[config.mk]
export PLATFORM = sky130hd
export DESIGN_NAME = psk_search_ctl_flat
export DESIGN_NICKNAME = d
export VERILOG_FILES = /design/src/rtl/psk_search_pkg.sv /design/src/rtl/psk_search_ctl_if.sv /design/src/rtl/psk_energy.sv /design/src/rtl/psk_search_ctl.sv /design/src/flat_wrapper.sv
export SDC_FILE = /design/constraint.sdc
export NUM_CORES = 1
export LEC_CHECK = 0
export ABC_CLOCK_PERIOD_IN_PS = 6300
export CAP_MARGIN = 20
export CORE_ASPECT_RATIO = 0.75
export CORE_MARGIN = 5
export CORE_UTILIZATION = 49
export DETAILED_ROUTE_END_ITERATION = 10
export PLACE_DENSITY = 0.84
export SYNTH_ARGS = -nofsm -noshare
export SYNTH_HDL_FRONTEND = slang
export SYNTH_SLANG_ARGS = --single-unit
[constraint.sdc]
create_clock -name clk -period 6.3 [get_ports clk]
set_input_delay 0.945 -clock clk [delete_from_list [all_inputs] [get_ports clk]]
set_output_delay 0.945 -clock clk [all_outputs]
set_load 0.02 [all_outputs]
[src/rtl/psk_search_pkg.sv]
// Shared types and widths for the PSK acquisition scheduler.
package psk_search_pkg;

    localparam int CW_W  = 12;
    localparam int VAL_W = 8;
    localparam int EN_W  = 17;

    typedef enum logic [2:0] {
        IDLE,
        SETTLE,
        INTEG,
        SAMPLE,
        COMPARE,
        NEXT,
        FINISH
    } state_t;

endpackage

[src/rtl/psk_search_ctl_if.sv]
// Control, correlator and result signals of the acquisition scheduler.
interface psk_search_ctl_if;
    import psk_search_pkg::*;

    logic             start;
    logic             abort;
    logic [VAL_W-1:0] i_value;
    logic [VAL_W-1:0] q_value;
    logic [CW_W-1:0]  fcw_out;
    logic [CW_W-1:0]  pcw_out;
    logic             corr_rst;
    logic             busy;
    logic             done;
    logic             lock;
    logic [CW_W-1:0]  best_fcw;
    logic [CW_W-1:0]  best_pcw;
    logic [EN_W-1:0]  best_energy;

    modport master (
        output start, abort, i_value, q_value,
        input  fcw_out, pcw_out, corr_rst, busy, done, lock,
               best_fcw, best_pcw, best_energy
    );

    modport slave (
        input  start, abort, i_value, q_value,
        output fcw_out, pcw_out, corr_rst, busy, done, lock,
               best_fcw, best_pcw, best_energy
    );

endinterface

[src/rtl/psk_energy.sv]
// Registered I^2 + Q^2 energy of the correlator outputs, captured when en is high.
module psk_energy
    import psk_search_pkg::*;
(
    input  logic             clk,
    input  logic             rst,
    input  logic             en,
    input  logic [VAL_W-1:0] i_value,
    input  logic [VAL_W-1:0] q_value,
    output logic [EN_W-1:0]  energy
);

    logic [2*VAL_W-1:0] i_sq;
    logic [2*VAL_W-1:0] q_sq;

    assign i_sq = {{VAL_W{1'b0}}, i_value} * {{VAL_W{1'b0}}, i_value};
    assign q_sq = {{VAL_W{1'b0}}, q_value} * {{VAL_W{1'b0}}, q_value};

    // Squares are widened by one bit before the add so the sum never truncates.
    always_ff @(posedge clk) begin
        if (rst) begin
            energy <= '0;
        end else if (en) begin
            energy <= {1'b0, i_sq} + {1'b0, q_sq};
        end
    end

endmodule

[src/rtl/psk_search_ctl.sv]
// Sweeps the fcw/pcw bin grid, integrates each bin, and reports the highest-energy bin.
module psk_search_ctl
    import psk_search_pkg::*;
#(
    parameter logic [CW_W-1:0] FCW_START = 12'h100,
    parameter logic [CW_W-1:0] FCW_STEP  = 12'h004,
    parameter int              FCW_COUNT = 16,
    parameter logic [CW_W-1:0] PCW_STEP  = 12'h200,
    parameter int              PCW_COUNT = 2,
    parameter int              WINDOW    = 255,
    parameter logic [EN_W-1:0] THRESH    = 17'h04000
)
(
    input logic             clk,
    input logic             rst,
    psk_search_ctl_if.slave bus
);

    localparam int CNT_W = $clog2(WINDOW + 1);
    localparam int PH_W  = $clog2(PCW_COUNT + 1);
    localparam int FR_W  = $clog2(FCW_COUNT + 1);

    state_t           state;
    logic [CNT_W-1:0] win_cnt;
    logic [PH_W-1:0]  phase_idx;
    logic [FR_W-1:0]  freq_idx;
    logic [EN_W-1:0]  energy;

    psk_energy u_energy (
        .clk     (clk),
        .rst     (rst),
        .en      (state == SAMPLE),
        .i_value (bus.i_value),
        .q_value (bus.q_value),
        .energy  (energy)
    );

    // corr_rst is raised on every transition into SETTLE, so it spans exactly the SETTLE cycle.
    always_ff @(posedge clk) begin
        if (rst) begin
            state           <= IDLE;
            win_cnt         <= '0;
            phase_idx       <= '0;
            freq_idx        <= '0;
            bus.fcw_out     <= FCW_START;
            bus.pcw_out     <= '0;
            bus.corr_rst    <= 1'b0;
            bus.busy        <= 1'b0;
            bus.done        <= 1'b0;
            bus.lock        <= 1'b0;
            bus.best_fcw    <= '0;
            bus.best_pcw    <= '0;
            bus.best_energy <= '0;
        end else begin
            bus.done     <= 1'b0;
            bus.corr_rst <= 1'b0;
            if (state != IDLE && bus.abort) begin
                state    <= IDLE;
                bus.busy <= 1'b0;
                bus.lock <= 1'b0;
            end else begin
                case (state)
                    IDLE: begin
                        if (bus.start) begin
                            bus.fcw_out     <= FCW_START;
                            bus.pcw_out     <= '0;
                            bus.best_fcw    <= '0;
                            bus.best_pcw    <= '0;
                            bus.best_energy <= '0;
                            bus.lock        <= 1'b0;
                            phase_idx       <= '0;
                            freq_idx        <= '0;
                            bus.corr_rst    <= 1'b1;
                            bus.busy        <= 1'b1;
                            state           <= SETTLE;
                        end
                    end
                    SETTLE: begin
                        win_cnt <= '0;
                        state   <= INTEG;
                    end
                    INTEG: begin
                        if (win_cnt == CNT_W'(WINDOW - 1)) begin
                            state <= SAMPLE;
                        end else begin
                            win_cnt <= win_cnt + 1'b1;
                        end
                    end
                    SAMPLE: begin
                        state <= COMPARE;
                    end
                    COMPARE: begin
                        if (energy > bus.best_energy) begin
                            bus.best_energy <= energy;
                            bus.best_fcw    <= bus.fcw_out;
                            bus.best_pcw    <= bus.pcw_out;
                        end
                        state <= NEXT;
                    end
                    NEXT: begin
                        if (phase_idx < PH_W'(PCW_COUNT - 1)) begin
                            bus.pcw_out  <= bus.pcw_out + PCW_STEP;
                            phase_idx    <= phase_idx + 1'b1;
                            bus.corr_rst <= 1'b1;
                            state        <= SETTLE;
                        end else begin
                            bus.pcw_out <= '0;
                            bus.fcw_out <= bus.fcw_out + FCW_STEP;
                            phase_idx   <= '0;
                            if (freq_idx == FR_W'(FCW_COUNT - 1)) begin
                                state <= FINISH;
                            end else begin
                                freq_idx     <= freq_idx + 1'b1;
                                bus.corr_rst <= 1'b1;
                                state        <= SETTLE;
                            end
                        end
                    end
                    FINISH: begin
                        bus.done    <= 1'b1;
                        bus.lock    <= (bus.best_energy >= THRESH);
                        bus.fcw_out <= bus.best_fcw;
                        bus.pcw_out <= bus.best_pcw;
                        bus.busy    <= 1'b0;
                        state       <= IDLE;
                    end
                    default: begin
                        state <= IDLE;
                    end
                endcase
            end
        end
    end

endmodule

[src/flat_wrapper.sv]
// flat-port wrapper written by rule: the top's interface ports become plain ports
module psk_search_ctl_flat import psk_search_pkg::*;
#(
    parameter logic [CW_W-1:0] FCW_START = 12'h100,
    parameter logic [CW_W-1:0] FCW_STEP  = 12'h004,
    parameter int              FCW_COUNT = 16,
    parameter logic [CW_W-1:0] PCW_STEP  = 12'h200,
    parameter int              PCW_COUNT = 2,
    parameter int              WINDOW    = 255,
    parameter logic [EN_W-1:0] THRESH    = 17'h04000
)
  (clk, rst, bus_start, bus_abort, bus_i_value, bus_q_value, bus_fcw_out, bus_pcw_out, bus_corr_rst, bus_busy, bus_done, bus_lock, bus_best_fcw, bus_best_pcw, bus_best_energy);
  psk_search_ctl_if bus_i ();
  input logic clk;
  input logic rst;
  input wire logic [$bits(bus_i.start)-1:0] bus_start;
  input wire logic [$bits(bus_i.abort)-1:0] bus_abort;
  input wire logic [$bits(bus_i.i_value)-1:0] bus_i_value;
  input wire logic [$bits(bus_i.q_value)-1:0] bus_q_value;
  output wire logic [$bits(bus_i.fcw_out)-1:0] bus_fcw_out;
  output wire logic [$bits(bus_i.pcw_out)-1:0] bus_pcw_out;
  output wire logic [$bits(bus_i.corr_rst)-1:0] bus_corr_rst;
  output wire logic [$bits(bus_i.busy)-1:0] bus_busy;
  output wire logic [$bits(bus_i.done)-1:0] bus_done;
  output wire logic [$bits(bus_i.lock)-1:0] bus_lock;
  output wire logic [$bits(bus_i.best_fcw)-1:0] bus_best_fcw;
  output wire logic [$bits(bus_i.best_pcw)-1:0] bus_best_pcw;
  output wire logic [$bits(bus_i.best_energy)-1:0] bus_best_energy;
  assign bus_i.start = bus_start;
  assign bus_i.abort = bus_abort;
  assign bus_i.i_value = bus_i_value;
  assign bus_i.q_value = bus_q_value;
  assign bus_fcw_out = bus_i.fcw_out;
  assign bus_pcw_out = bus_i.pcw_out;
  assign bus_corr_rst = bus_i.corr_rst;
  assign bus_busy = bus_i.busy;
  assign bus_done = bus_i.done;
  assign bus_lock = bus_i.lock;
  assign bus_best_fcw = bus_i.best_fcw;
  assign bus_best_pcw = bus_i.best_pcw;
  assign bus_best_energy = bus_i.best_energy;
  psk_search_ctl #(.FCW_START(FCW_START), .FCW_STEP(FCW_STEP), .FCW_COUNT(FCW_COUNT), .PCW_STEP(PCW_STEP), .PCW_COUNT(PCW_COUNT), .WINDOW(WINDOW), .THRESH(THRESH)) u_core (.clk(clk), .rst(rst), .bus(bus_i));
endmodule
Word level (Yosys, flattened, before mapping)
Cells that the tools add are included.
{ "totals": {"regBits": 104, "latchBits": 0, "mem_bits_rw": 0, "mem_bits_ro": 0, "out_inout_bits": 69, "mem_count": 0} }
{ "op_classes": {"add_sub_neg": 6, "mul": 2, "div": 0, "order_cmp": 3, "n_eq_ne": 14, "shifts": 0, "n_mux": 36, "n_bitwise": 1, "n_reduce_logical": 17} }
{ "op_table": {"columns": ["cell", "count"], "rows": [
  ["12-bit two-way mux", 6],
  ["12-bit case mux with 3 select lines", 2],
  ["12-bit case mux with 2 select lines", 2],
  ["17-bit two-way mux", 2],
  ["17-bit case mux with 2 select lines", 1],
  ["8-bit by 8-bit multiplier with 16-bit output", 2],
  ["3-bit case mux with 6 select lines", 1],
  ["16-bit by 16-bit adder with 17-bit output", 1],
  ["17-bit by 15-bit >= comparator with 1-bit output (second input constant)", 1],
  ["17-bit greater-than comparator", 1],
  ["8-bit case mux with 2 select lines", 1],
  ["5-bit two-way mux", 3],
  ["12-bit by 10-bit adder with 12-bit output (second input constant)", 1],
  ["12-bit by 3-bit adder with 12-bit output (second input constant)", 1],
  ["3-bit two-way mux", 4],
  ["5-bit case mux with 2 select lines", 1],
  ["3-bit equality test (second input constant)", 3],
  ["3-bit AND reduction", 3],
  ["8-bit by 1-bit adder with 8-bit output (second input constant)", 1],
  ["8-bit equality test (second input constant)", 1],
  ["8-bit two-way mux", 1],
  ["2-bit inequality test (second input constant)", 4],
  ["4-bit AND reduction", 2],
  ["2-bit nonzero test", 4],
  ["other kinds (18)", 30]
]} }

Depth between registers and ports, before layout
Gate-level depths: netlist of the first run.
{ "depth": {"depth_word": 4, "mapped_depth": 20, "depth_no_buf": 20} }

Hierarchy
Synthesis of the first run repeated with hierarchy kept, for this count alone.
{ "unflattened": {"hier_cells": 960, "hier_area_um2": 8544.4} }
{ "modules_own_cells": {"columns": ["module", "instances", "cells_per_inst", "area_each_um2", "seq_area_each_um2"], "rows": [
  ["psk_search_ctl", 1, 522, 4413.0, 1741.7],
  ["psk_energy", 1, 438, 4131.5, 340.3]
]} }

Worst setup path before layout of the first run
OpenSTA, ideal clock, no wires.
{ "synth_timing": {"path_type": "input-to-reg", "start": "input bus_q_value[5]", "end": "register u_core.u_energy.energy[12]", "setup_ns": 0.132, "arrival_ns": 5.841, "t_required_ns": 6.168, "setup_slack_ns": 0.326, "stages": 18, "path_buffers": 1, "cell_sequence": "clkbuf_1 nand2_1 fa_1 inv_1 fa_1 fa_1 fa_1 fa_1 inv_1 fa_1 inv_1 ha_1 a211oi_1 o211ai_1 and4_1 or3_1 nand3_1 a21oi_1"} }
{ "synth_via": {"elab_chain_cells": 2} }
{ "synth_rtl": {"columns": ["item", "line", "source"], "rows": [
  ["start: declaration", "flat_wrapper.sv:19", "input wire logic [$bits(bus_i.q_value)-1:0] bus_q_value;"],
  ["8-bit by 8-bit multiplier with 16-bit output", "psk_energy.sv:17", "assign q_sq = {{VAL_W{1'b0}}, q_value} * {{VAL_W{1'b0}}, q_value};"],
  ["16-bit by 16-bit adder with 17-bit output", "psk_energy.sv:24", "energy <= {1'b0, i_sq} + {1'b0, q_sq};"],
  ["end signal: assignment", "psk_energy.sv:24", null],
  ["end: declaration", "psk_energy.sv:10", "output logic [EN_W-1:0] energy"]
]} }
No other way between the ends.
A chain may end at the register's enable or synchronous reset.

Final worst setup path of the first run
{ "layout_timing": {"start": "input bus_i_value[7]", "end": "register u_core.u_energy.energy[12]"} }
{ "layout_via": {"elab_chain_cells": 2} }
{ "layout_rtl": {"columns": ["item", "line", "source"], "rows": [
  ["start: declaration", "flat_wrapper.sv:18", "input wire logic [$bits(bus_i.i_value)-1:0] bus_i_value;"],
  ["8-bit by 8-bit multiplier with 16-bit output", "psk_energy.sv:16", "assign i_sq = {{VAL_W{1'b0}}, i_value} * {{VAL_W{1'b0}}, i_value};"],
  ["16-bit by 16-bit adder with 17-bit output", "psk_energy.sv:24", null]
]} }
No other way between the ends.

==> impl_metrics.env, run 1 <==
export IMPL_cp_num_buf_inv=5
export IMPL_critPathCaptureType="flop"
export IMPL_slowest_delay_ps=540
export IMPL_die_area_um2=19800
export IMPL_vias_per_cell=5.39
export IMPL_fin_crit_sh_pct=97.3
export IMPL_worstPathRequired_ps=6520
export IMPL_cts_setup_buffers=0
export IMPL_hold_path_class="flop to flop"
export IMPL_clock_fmax_mhz=163
export IMPL_ys_types=63
export IMPL_clk_latency_ps=350
export IMPL_route_detailed_drc=0
export IMPL_p_per_area_nw_per_um2=387
export IMPL_syn_area_per_cell_um2=8.79
export IMPL_drive_gt1_share_pct=7.61
export IMPL_outcome="complete, no violations"
export IMPL_gp_congestion=0.828
export IMPL_ys_flop_type="dfxtp_1"
export IMPL_wl_per_cell_um=14.9
export IMPL_cts_max_level=3
export IMPL_layout_common_cells="nand2_1 (159), inv_1 (121), dfxtp_1 (104), clkdlybuf4s50_1 (81), ha_1 (80)"
export IMPL_hpwl_um=14700
export IMPL_synth_edf_count=0
export IMPL_wl_um=19100
export IMPL_setup_viol_count_final=0
export IMPL_synth_area_um2=8370
export IMPL_vias=6898
export IMPL_grt_pass1_vias=6903
export IMPL_ant_nets=0
export IMPL_cts_tree="built"
export IMPL_critPathMaxFanout=4
export IMPL_cp_slowest_cell="fa_1"
export IMPL_ys_warn_count=0
export IMPL_cts_buffers=9
export IMPL_layout_commonest_cell="nand2_1"
export IMPL_synth_cells=952
export IMPL_start_util_pct=49.9
export IMPL_antenna_found_initial=0
export IMPL_ios=89
export IMPL_final_max_slew_viol_count=0
export IMPL_synth_fp_nets=1129
export IMPL_core_area_um2=16800
export IMPL_slew_headroom_pct=27.1
export IMPL_finalClockSkew_ps=7.35
export IMPL_hold_viol=0
export IMPL_syn_to_final_growth_pct=19.5
export IMPL_fillCellCount=1416
export IMPL_gr_total_overflow=0
export IMPL_clock_tree_root_cell="clkbuf_16"
export IMPL_fp_dieW_um=161
export IMPL_finalNetCount=1237
export IMPL_cts_clk_slew_worst_paths_ps=70
export IMPL_finalCriticalPeriod_ps=6130
export IMPL_grt_max_degree=49
export IMPL_ir_drop_mv=0.501
export IMPL_worstPathArrival_ps=6350
export IMPL_path_cells="clkdlybuf4s50_1, and2_1, fa_1, inv_1, fa_1, inv_1, fa_1, fa_1, fa_1, inv_1, fa_1, inv_1, ha_1, a211oi_2, o211ai_1, and4_4, or3_1, nand3_1, a21oi_1"
export IMPL_tightest_slew_ps=1090
export IMPL_grtUsageTotal_pct=19.6
export IMPL_std_cell_rows=41
export IMPL_timing_critical_path_mode_cell="fa_1"
export IMPL_crit_type="input port to flop"
export IMPL_leakagePower_nw=4.40
export IMPL_clk_path_buf_depth=2
export IMPL_drt_pass1_iter_count=7
export IMPL_cts_sinks=104
export IMPL_port_buffer_count=88
export IMPL_final_cells=1280
export IMPL_ys_async_sr_fraction_pct=0
export IMPL_startpoint_type="input port"
export IMPL_holdWs_ps=471
export IMPL_diodes=0
export IMPL_path_delay_family="adder cells"
export IMPL_grt_first_pass_wirelength_um=32600
export IMPL_max_cap_viol_count=0
export IMPL_synth_seq_area_share_pct=24.9
export IMPL_numPlacedInstances=1264
export IMPL_die_y_um=123
export IMPL_drt_iter0_drc=464
export IMPL_ys_ff_latch=104
## report_power, final
group	leakage, nW	switching, mW	internal [mW]
registers	0.839	0.0465	0.683
logic	3.42	1.42	1.18
clock network	0.139	0.268	0.277
## per-stage QoR
| step | power [mW] | setup WS (ps) | setup TNS, ps | instance area [µm²] | util (%) |
|---|---|---|---|---|---|
| detailed placement | 3.25 | -289 | -1040 | 9680 | 57.7 |
| CTS | 3.80 | 64.6 | 0 | 9960 | 59.4 |
| floorplan | 2.58 | 326 | 0 | 8370 | - |
| global route | 4.26 | -11.4 | -11.4 | 10000 | 59.6 |
| global placement | 3.16 | -118 | -283 | 9680 | 57.7 |
| finish | 3.87 | 168 | 0 | 10000 | 59.6 |
## synthesized netlist by cell type (2+ instances only)
cell	number	area, µm²
a31oi_1	4	25.0
and4_1	4	35.0
fa_1	77	1540
buf_8	4	60.1
buf_2	10	50.1
a21oi_1	43	215
nor3_1	17	85.1
xor2_1	17	149
inv_1	121	454
clkbuf_1	26	97.6
mux2i_1	42	420
a21o_1	9	67.6
nand2_1	159	597
nor2b_1	6	37.5
a32oi_1	2	17.5
o31a_1	2	17.5
and2_1	38	238
a221oi_1	3	26.3
o21a_1	3	22.5
nor2_1	45	169
a41oi_1	2	17.5
o21ai_1	12	60.1
a211oi_1	7	52.6
ha_1	80	1000
xnor2_1	11	96.3
a32o_1	2	20.0
a22oi_1	6	45.0
or3b_1	2	17.5
nand3_1	29	145
nand2b_1	2	12.5
o21bai_1	2	15.0
and3_1	6	37.5
nand4_1	13	81.3
o21ai_0	13	65.1
dfxtp_1	104	2080
nand3b_1	2	15.0
## worst paths after layout
check                                             endpoint  slack [ps]  cells past startpoint                       start
worst max-delay path            u_core.u_energy.energy[12]         170                     19              bus_i_value[7]
worst min-delay path                 u_core.bus.pcw_out[6]         470                      2       u_core.bus.pcw_out[6]
worst max register to register      u_core.bus.best_fcw[9]        3180                      9  u_core.bus.best_energy[10]
worst min register to register       u_core.bus.pcw_out[6]         470                      2       u_core.bus.pcw_out[6]
## layer usage
metal	vias up	part of all wire, %	wire length, µm	GRT usage (%)
met1	3350	48	9130	27.1
met4	0	1.7	322	4.00
met3	29	4.3	824	3.43
met2	166	46	8810	32.9
met5	-	0	0	0
li1	3353	-	-	-
## cells by family (layout without fill, tap and decap cells)
group           Yosys count  in the layout  share of synthesized area [%]
mux                      43             43                           5.16
buf+inv                 162            275                           7.96
fa+ha+maj               157            157                           30.4
compound gates          123            123                           9.69
simple gates            335            335                           19.0
xor+xnor                 28             28                           2.93
flops                   104            104                           24.9
## registers in the layout, indices dropped and copies added, names as in the netlist, 2 cells and up
register                count
u_core.u_energy.energy     17
u_core.bus.best_pcw        12
u_core.bus.best_energy     17
u_core.state                3
u_core.freq_idx             5
u_core.bus.best_fcw        12
u_core.phase_idx            2
u_core.bus.pcw_out         12
u_core.win_cnt              8
u_core.bus.fcw_out         12
## area by class of cell
class                           instances  area [µm²]  area share, %
Multi-Input combinational cell        686        5630           56.4
Sequential cell                       104        2080           20.8
Timing Repair Buffer                  137        1270           12.7
Inverter                              122         458           4.58
Tap cell                              215         269           2.69
Clock buffer                            9         225           2.25
Clock inverter                          7        62.6          0.626
## tightest hold or removal path: stages, from the launching register on
cell,delay [ps]
dfxtp_1,330
nand2_1,60
a21oi_1,50
## what timing repair did
item                                    CTS  global route
hold buffers                              0             0
endpoints found under the setup margin    0             6
hold endpoints to repair                  0             0
gates resized for setup                   0            14
No activity file was read; power rests on OpenSTA's default activity.
==> inputs of run 2 (changes only) <==
CORE_UTILIZATION = 50   (was 49)
PLACE_DENSITY = 0.86   (was 0.84)
SLEW_MARGIN = 10   (was not set)
==> run 2 against run 1 <==
Net effect:
- cell area grew 0.11%
- fmax grew 0.61%
- critical endpoint is now u_core.u_energy.energy[13]
- clock power grew 11%
- largest power group unchanged
- sequential power is essentially flat
- flip-flop and latch count is the same
==> impl_metrics.env, run 2 (synthesized netlist as in run 1, its figures left out) <==
export IMPL_drt_pass1_iter_count=5
export IMPL_gr_total_overflow=0
export IMPL_diodes=0
export IMPL_finalNetCount=1234
export IMPL_outcome="complete, no violations"
export IMPL_hold_viol=0
export IMPL_start_util_pct=50.3
export IMPL_gp_congestion=0.827
export IMPL_grt_first_pass_wirelength_um=33700
export IMPL_numPlacedInstances=1260
export IMPL_grtUsageMet1_pct=28.9
export IMPL_use_met2_pct=33.0
export IMPL_grtUsageTotal_pct=20.5
export IMPL_grt_busiest_layer="met2"
export IMPL_reg_top3="u_core.bus.best_energy (17), u_core.u_energy.energy (17)"
export IMPL_core_area_um2=16600
export IMPL_clk_latency_ps=350
export IMPL_max_cap_viol_count=0
export IMPL_vias=6835
export IMPL_layout_setup_ws_ps=205
export IMPL_layout_common_cells="nand2_1 (159), inv_1 (121), dfxtp_1 (104), ha_1 (80), clkdlybuf4s50_1 (80)"
export IMPL_final_max_slew_viol_count=0
export IMPL_clock_fmax_mhz=164
export IMPL_ios=89
export IMPL_die_y_um=122
export IMPL_wl_per_cell_um=15.1
export IMPL_pre_cts_slack_ps=-255
export IMPL_drive_gt1_share_pct=7.26
export IMPL_hpwl_um=14800
export IMPL_cts_resized_gates=0
export IMPL_crit_type="input port to flop"
export IMPL_cts_max_level=3
export IMPL_cts_setup_buffers=0
export IMPL_hold_depth=2
export IMPL_slew_headroom_pct=36.6
export IMPL_stdcell_area_um2=10000
export IMPL_ir_drop_mv=0.519
export IMPL_antenna_found_initial=0
export IMPL_die_area_um2=19400
export IMPL_placed_cell_area_um2=9650
export IMPL_drt_iter0_drc=556
export IMPL_cts_clk_slew_worst_paths_ps=70
export IMPL_ant_nets=0
export IMPL_hold_path_class="flop to flop"
export IMPL_fp_dieW_um=159
export IMPL_worstPathArrival_ps=6340
export IMPL_rr_worst_depth=9
export IMPL_port_buffer_count=88
export IMPL_grt_pass1_vias=7038
export IMPL_syn_to_final_growth_pct=19.6
export IMPL_finalClockSkew_ps=6.67
export IMPL_setup_viol_count_final=0
export IMPL_leakagePower_nw=4.40
export IMPL_route_detailed_drc=0
export IMPL_clk_path_buf_depth=2
export IMPL_worstPathRequired_ps=6540
export IMPL_met3_usage_pct=3.86
export IMPL_vias_per_cell=5.36
export IMPL_std_cell_rows=41
export IMPL_critPathCaptureType="flop"
export IMPL_critPathMaxFanout=5
export IMPL_clock_tree_root_cell="clkbuf_16"
export IMPL_p_per_area_nw_per_um2=395
export IMPL_layout_commonest_cell="nand2_1"
export IMPL_grt_setup_unrepaired="no"
export IMPL_cts_hold_buffers=0
export IMPL_cts_sinks=104
export IMPL_grt_max_degree=49
export IMPL_cts_tree="built"
export IMPL_cts_buffers=9
export IMPL_fin_crit_sh_pct=96.8
export IMPL_startpoint_type="input port"
export IMPL_finalCriticalPeriod_ps=6100
export IMPL_wl_um=19300
export IMPL_tightest_slew_ps=952
export IMPL_final_cells=1276
run 2: per-layer routing:
metal	vias to the layer above	wire, µm
met5	-	0
met4	0	331
met3	31	910
met2	193	8990
met1	3272	9070
li1	3339	-
run 2: path summary, 6_finish.rpt:
| check | slack, ps | end | start |
|---|---|---|---|
| worst max-delay path | 200 | u_core.u_energy.energy[13] | bus_q_value[6] |
| worst min-delay path | 480 | u_core.bus.pcw_out[8] | u_core.bus.pcw_out[8] |
| worst max register to register | 3230 | u_core.bus.best_fcw[8] | u_core.bus.best_energy[14] |
| worst min register to register | 480 | u_core.bus.pcw_out[8] | u_core.bus.pcw_out[8] |
run 2: final cells by class:
cell class                 count  area (µm²)
multi-input combinational    686        5640
clock inverter                 6        92.6
inverter                     122         458
fill                        1384        6610
clock buffer                   9         225
sequential                   104        2080
timing repair buffer         134        1250
tap                          215         269
run 2: power by group:
| part | internal [mW] | switching [mW] |
|---|---|---|
| clock | 0.349 | 0.254 |
| combinational | 1.18 | 1.44 |
| sequential | 0.683 | 0.0464 |
run 2: critical path: stages:
cell	delay (ps)
clkdlybuf4s50_1	460
buf_4	160
and2_1	190
fa_1	570
fa_1	430
fa_1	480
fa_1	540
fa_1	560
inv_1	60
fa_1	520
inv_1	40
ha_1	260
a2111oi_2	340
o21ai_1	200
a41oi_1	300
xor2_1	200
o21ai_1	80
run 2: through the flow:
| step | setup TNS [ps] | power [mW] | hold WS, ps | utilization, % |
|---|---|---|---|---|
| after floorplan | 0 | 2.58 | 445 | - |
| after CTS | 0 | 3.89 | 477 | 60.0 |
| after global routing | 0 | 4.37 | 501 | 60.2 |
| after detailed placement | -1010 | 3.26 | 466 | 58.0 |
| final | 0 | 3.96 | 475 | 60.2 |
| after global placement | -619 | 3.16 | 456 | 58.0 |
==> inputs of run 3 (changes only) <==
--- a/config.mk
+++ b/config.mk
@@ -12,7 +12,8 @@
 export CORE_UTILIZATION = 50
 export DETAILED_ROUTE_END_ITERATION = 10
-export PLACE_DENSITY = 0.86
+export PLACE_DENSITY = 0.85
 export SLEW_MARGIN = 10
 export SYNTH_ARGS = -nofsm -noshare
 export SYNTH_HDL_FRONTEND = slang
+export SYNTH_HIERARCHICAL = 1
 export SYNTH_SLANG_ARGS = --single-unit
==> constraint.sdc (replaced) <==
create_clock -name clk -period 6.3 [get_ports clk]
set_input_delay 1.89 -clock clk [delete_from_list [all_inputs] [get_ports clk]]
set_output_delay 1.89 -clock clk [all_outputs]
set_load 0.02 [all_outputs]
==> run 3 against run 2 <==
Net effect:
- the flow now finishes with violations (design-rule violations, negative setup slack)
- sequential share of layout area is 1.3 points lower
- non-clock buffer count is 39 higher
- clock-buffer cell count stayed put
- routed wire length is 13% higher
- combinational power is 59% higher
- sequential power hardly changed
- highest routed layer unchanged
==> impl_metrics.env, run 3 <==
export IMPL_crit_type="input port to flop"
export IMPL_finalNetCount=1284
export IMPL_startpoint_type="input port"
export IMPL_die_y_um=123
export IMPL_holdWs_ps=460
export IMPL_yosysTopAreaCell="dfxtp_1"
export IMPL_max_cap_viol_count=0
export IMPL_synth_area_top_cells="dfxtp_1 (24%), fa_1 (18%), ha_1 (12%)"
export IMPL_hold_path_class="flop to flop"
export IMPL_p_per_area_nw_per_um2=508
export IMPL_cts_sinks=104
export IMPL_diodes=0
export IMPL_synth_top_cells_by_count="nand2_1 (137), inv_1 (129), dfxtp_1 (104)"
export IMPL_rr_worst_depth=8
export IMPL_synth_cells=960
export IMPL_gr_total_overflow=0
export IMPL_critPathCaptureType="flop"
export IMPL_slew_headroom_pct=25.5
export IMPL_ios=89
export IMPL_vias=7283
export IMPL_reg_top3="u_core/bus.best_energy (17), u_core/u_energy/energy (17)"
export IMPL_clock_fmax_mhz=154
export IMPL_drt_iter0_drc=656
export IMPL_grt_first_pass_wirelength_um=34900
export IMPL_clock_tree_root_cell="clkbuf_16"
export IMPL_vias_per_cell=5.50
export IMPL_syn_area_per_cell_um2=8.90
export IMPL_ys_types=68
export IMPL_yosysMostFrequentCell="nand2_1"
export IMPL_wl_um=21800
export IMPL_port_buffer_count=88
export IMPL_outcome="finished, violations left"
export IMPL_synth_edf_count=0
export IMPL_worstReg2RegStart="u_core/bus.best_energy[15]"
export IMPL_multi_input_area_um2=6060
export IMPL_ant_nets=0
export IMPL_antenna_found_initial=0
export IMPL_syn_to_final_growth_pct=24.9
export IMPL_grt_setup_unrepaired="yes"
export IMPL_cts_buffers=9
export IMPL_cts_clk_slew_worst_paths_ps=70
export IMPL_hold_viol=0
export IMPL_hpwl_um=15900
export IMPL_finalCriticalPeriod_ps=6480
export IMPL_ys_ff_latch=104
export IMPL_yosys_area_top_type_share_pct=24.4
export IMPL_fillCellCount=1288
export IMPL_start_util_pct=50.8
export IMPL_clk_latency_ps=360
export IMPL_die_area_um2=19800
export IMPL_grt_max_degree=63
export IMPL_leakagePower_nw=4.61
export IMPL_violations="design-rule violations, negative setup slack"
export IMPL_drt_pass1_iter_count=9
export IMPL_wl_per_cell_um=16.5
export IMPL_grtUsageTotal_pct=21.4
export IMPL_final_max_slew_viol_count=0
export IMPL_crit_path_end="u_core/u_energy/energy[14]"
export IMPL_tightest_slew_ps=1120
export IMPL_setup_viol_count_final=7
export IMPL_synth_seq_area_share_pct=24.4
export IMPL_reg2reg_slack_ps=3420
export IMPL_ys_flop_type="dfxtp_1"
export IMPL_clk_path_buf_depth=2
export IMPL_drive_gt1_share_pct=17.1
export IMPL_finalClockSkew_ps=8.90
export IMPL_route_detailed_drc=6
export IMPL_core_area_um2=16800
export IMPL_critPathMaxFanout=4
export IMPL_fin_util_pct=63.4
export IMPL_synth_area_um2=8540
export IMPL_ys_async_sr_fraction_pct=0
export IMPL_regArea_um2=2080
export IMPL_synth_fp_nets=1139
export IMPL_fp_dieW_um=161
export IMPL_ys_warn_count=6
export IMPL_std_cell_rows=41
export IMPL_gp_congestion=0.877
export IMPL_worstPathRequired_ps=6520
export IMPL_ir_drop_mv=0.726
export IMPL_worstPathArrival_ps=6700
export IMPL_layout_commonest_cell="nand2_1"
export IMPL_layout_setup_ws_ps=-180
export IMPL_cts_max_level=3
export IMPL_layout_common_cells="nand2_1 (129), inv_1 (120), dfxtp_1 (104), buf_4 (86), ha_1 (75)"
export IMPL_grt_pass1_vias=7311
export IMPL_cts_tree="built"
export IMPL_rr_endpoint="u_core/bus.best_fcw[10]"
export IMPL_fin_crit_sh_pct=103
export IMPL_crit_start="bus_i_value[2]"
[run 3: cell types whose count changed after synthesis, moves of 7 or more]
cell and change:
inv_1 +8, nand2_1 -22, nand3_1 -11, nand2b_1 +10, mux2i_1 +10, a21oi_1 -7, o21ai_1 -12, nor2_1 +8
[run 3: layer usage]
metal  GRT usage [%]  part of all wire, %  up-vias
met5               0                    0        -
met4            6.18                  2.0        0
met3            4.43                  5.8       36
met2            36.3                   49      214
met1            28.1                   43     3561
li1                -                    -     3472
[run 3: metrics by stage]
step	worst slack, ps	setup TNS (ps)	instances	cell area (µm²)	power (mW)
floorplan	-192	-496	960	8680	3.13
global placement	-863	-7750	1299	10200	4.01
detailed placement	-951	-8470	1299	10200	4.14
CTS	-14.6	-14.6	1320	10600	4.93
global route	-338	-2130	1325	10700	5.83
finish	-180	-953	1325	10700	5.43
[run 3: layout make-up]
type                            instances  area share, %
Inverter                              129           4.54
Sequential cell                       104           19.5
Tap cell                              215           2.52
Timing Repair Buffer                  173           14.0
Clock inverter                          7          0.598
Clock buffer                            9           2.11
Multi-Input combinational cell        688           56.7
[run 3: repair_timing]
item	in CTS	in global routing
pin swaps	45	27
resized for setup	99	20
endpoints found under the setup margin	11	9
hold buffers	0	0
setup buffers	5	5
[run 3: critical path, stage by stage]
cell,delay [ps]
buf_8,100
and2_4,160
fa_2,570
inv_2,40
fa_1,560
inv_2,50
fa_1,480
fa_2,410
fa_1,550
inv_1,50
fa_1,520
inv_2,60
ha_4,310
a21oi_4,80
buf_4,150
a21oi_4,150
a21oi_4,70
buf_4,150
o21ai_0,220
o311ai_1,130
[run 3: how the worst min path moves through the flow]
stage	start	end	slack, ps	cells after the start
floorplan	u_core/u_energy/energy[15]	u_core/bus.best_energy[15]	450	2
global placement	u_core/bus.busy	u_core/bus.busy	440	2
detailed placement	u_core/bus.busy	u_core/bus.busy	450	2
CTS	u_core/bus.busy	u_core/bus.busy	460	2
global route	u_core/bus.busy	u_core/bus.busy	480	2
finish	u_core/bus.busy	u_core/bus.busy	460	2
[run 3: logic make-up after synthesis]
logic type / after synthesis / synth area share [%]
AO/OA/AOI/OAI: 128 / 10.3
flip-flops: 104 / 24.4
buffers and inverters: 168 / 8.23
AND/OR/NAND/NOR: 323 / 18.3
XOR/XNOR: 25 / 2.56
multiplexers: 53 / 6.22
adder cells (fa/ha/maj): 159 / 30.0
[run 3: report_power, final]
part           total [mW]  leakage (nW)  internal, mW  switching, mW
clock               0.538         0.142         0.276          0.262
combinational        4.16          3.63          2.00           2.16
sequential          0.729         0.839         0.688         0.0410
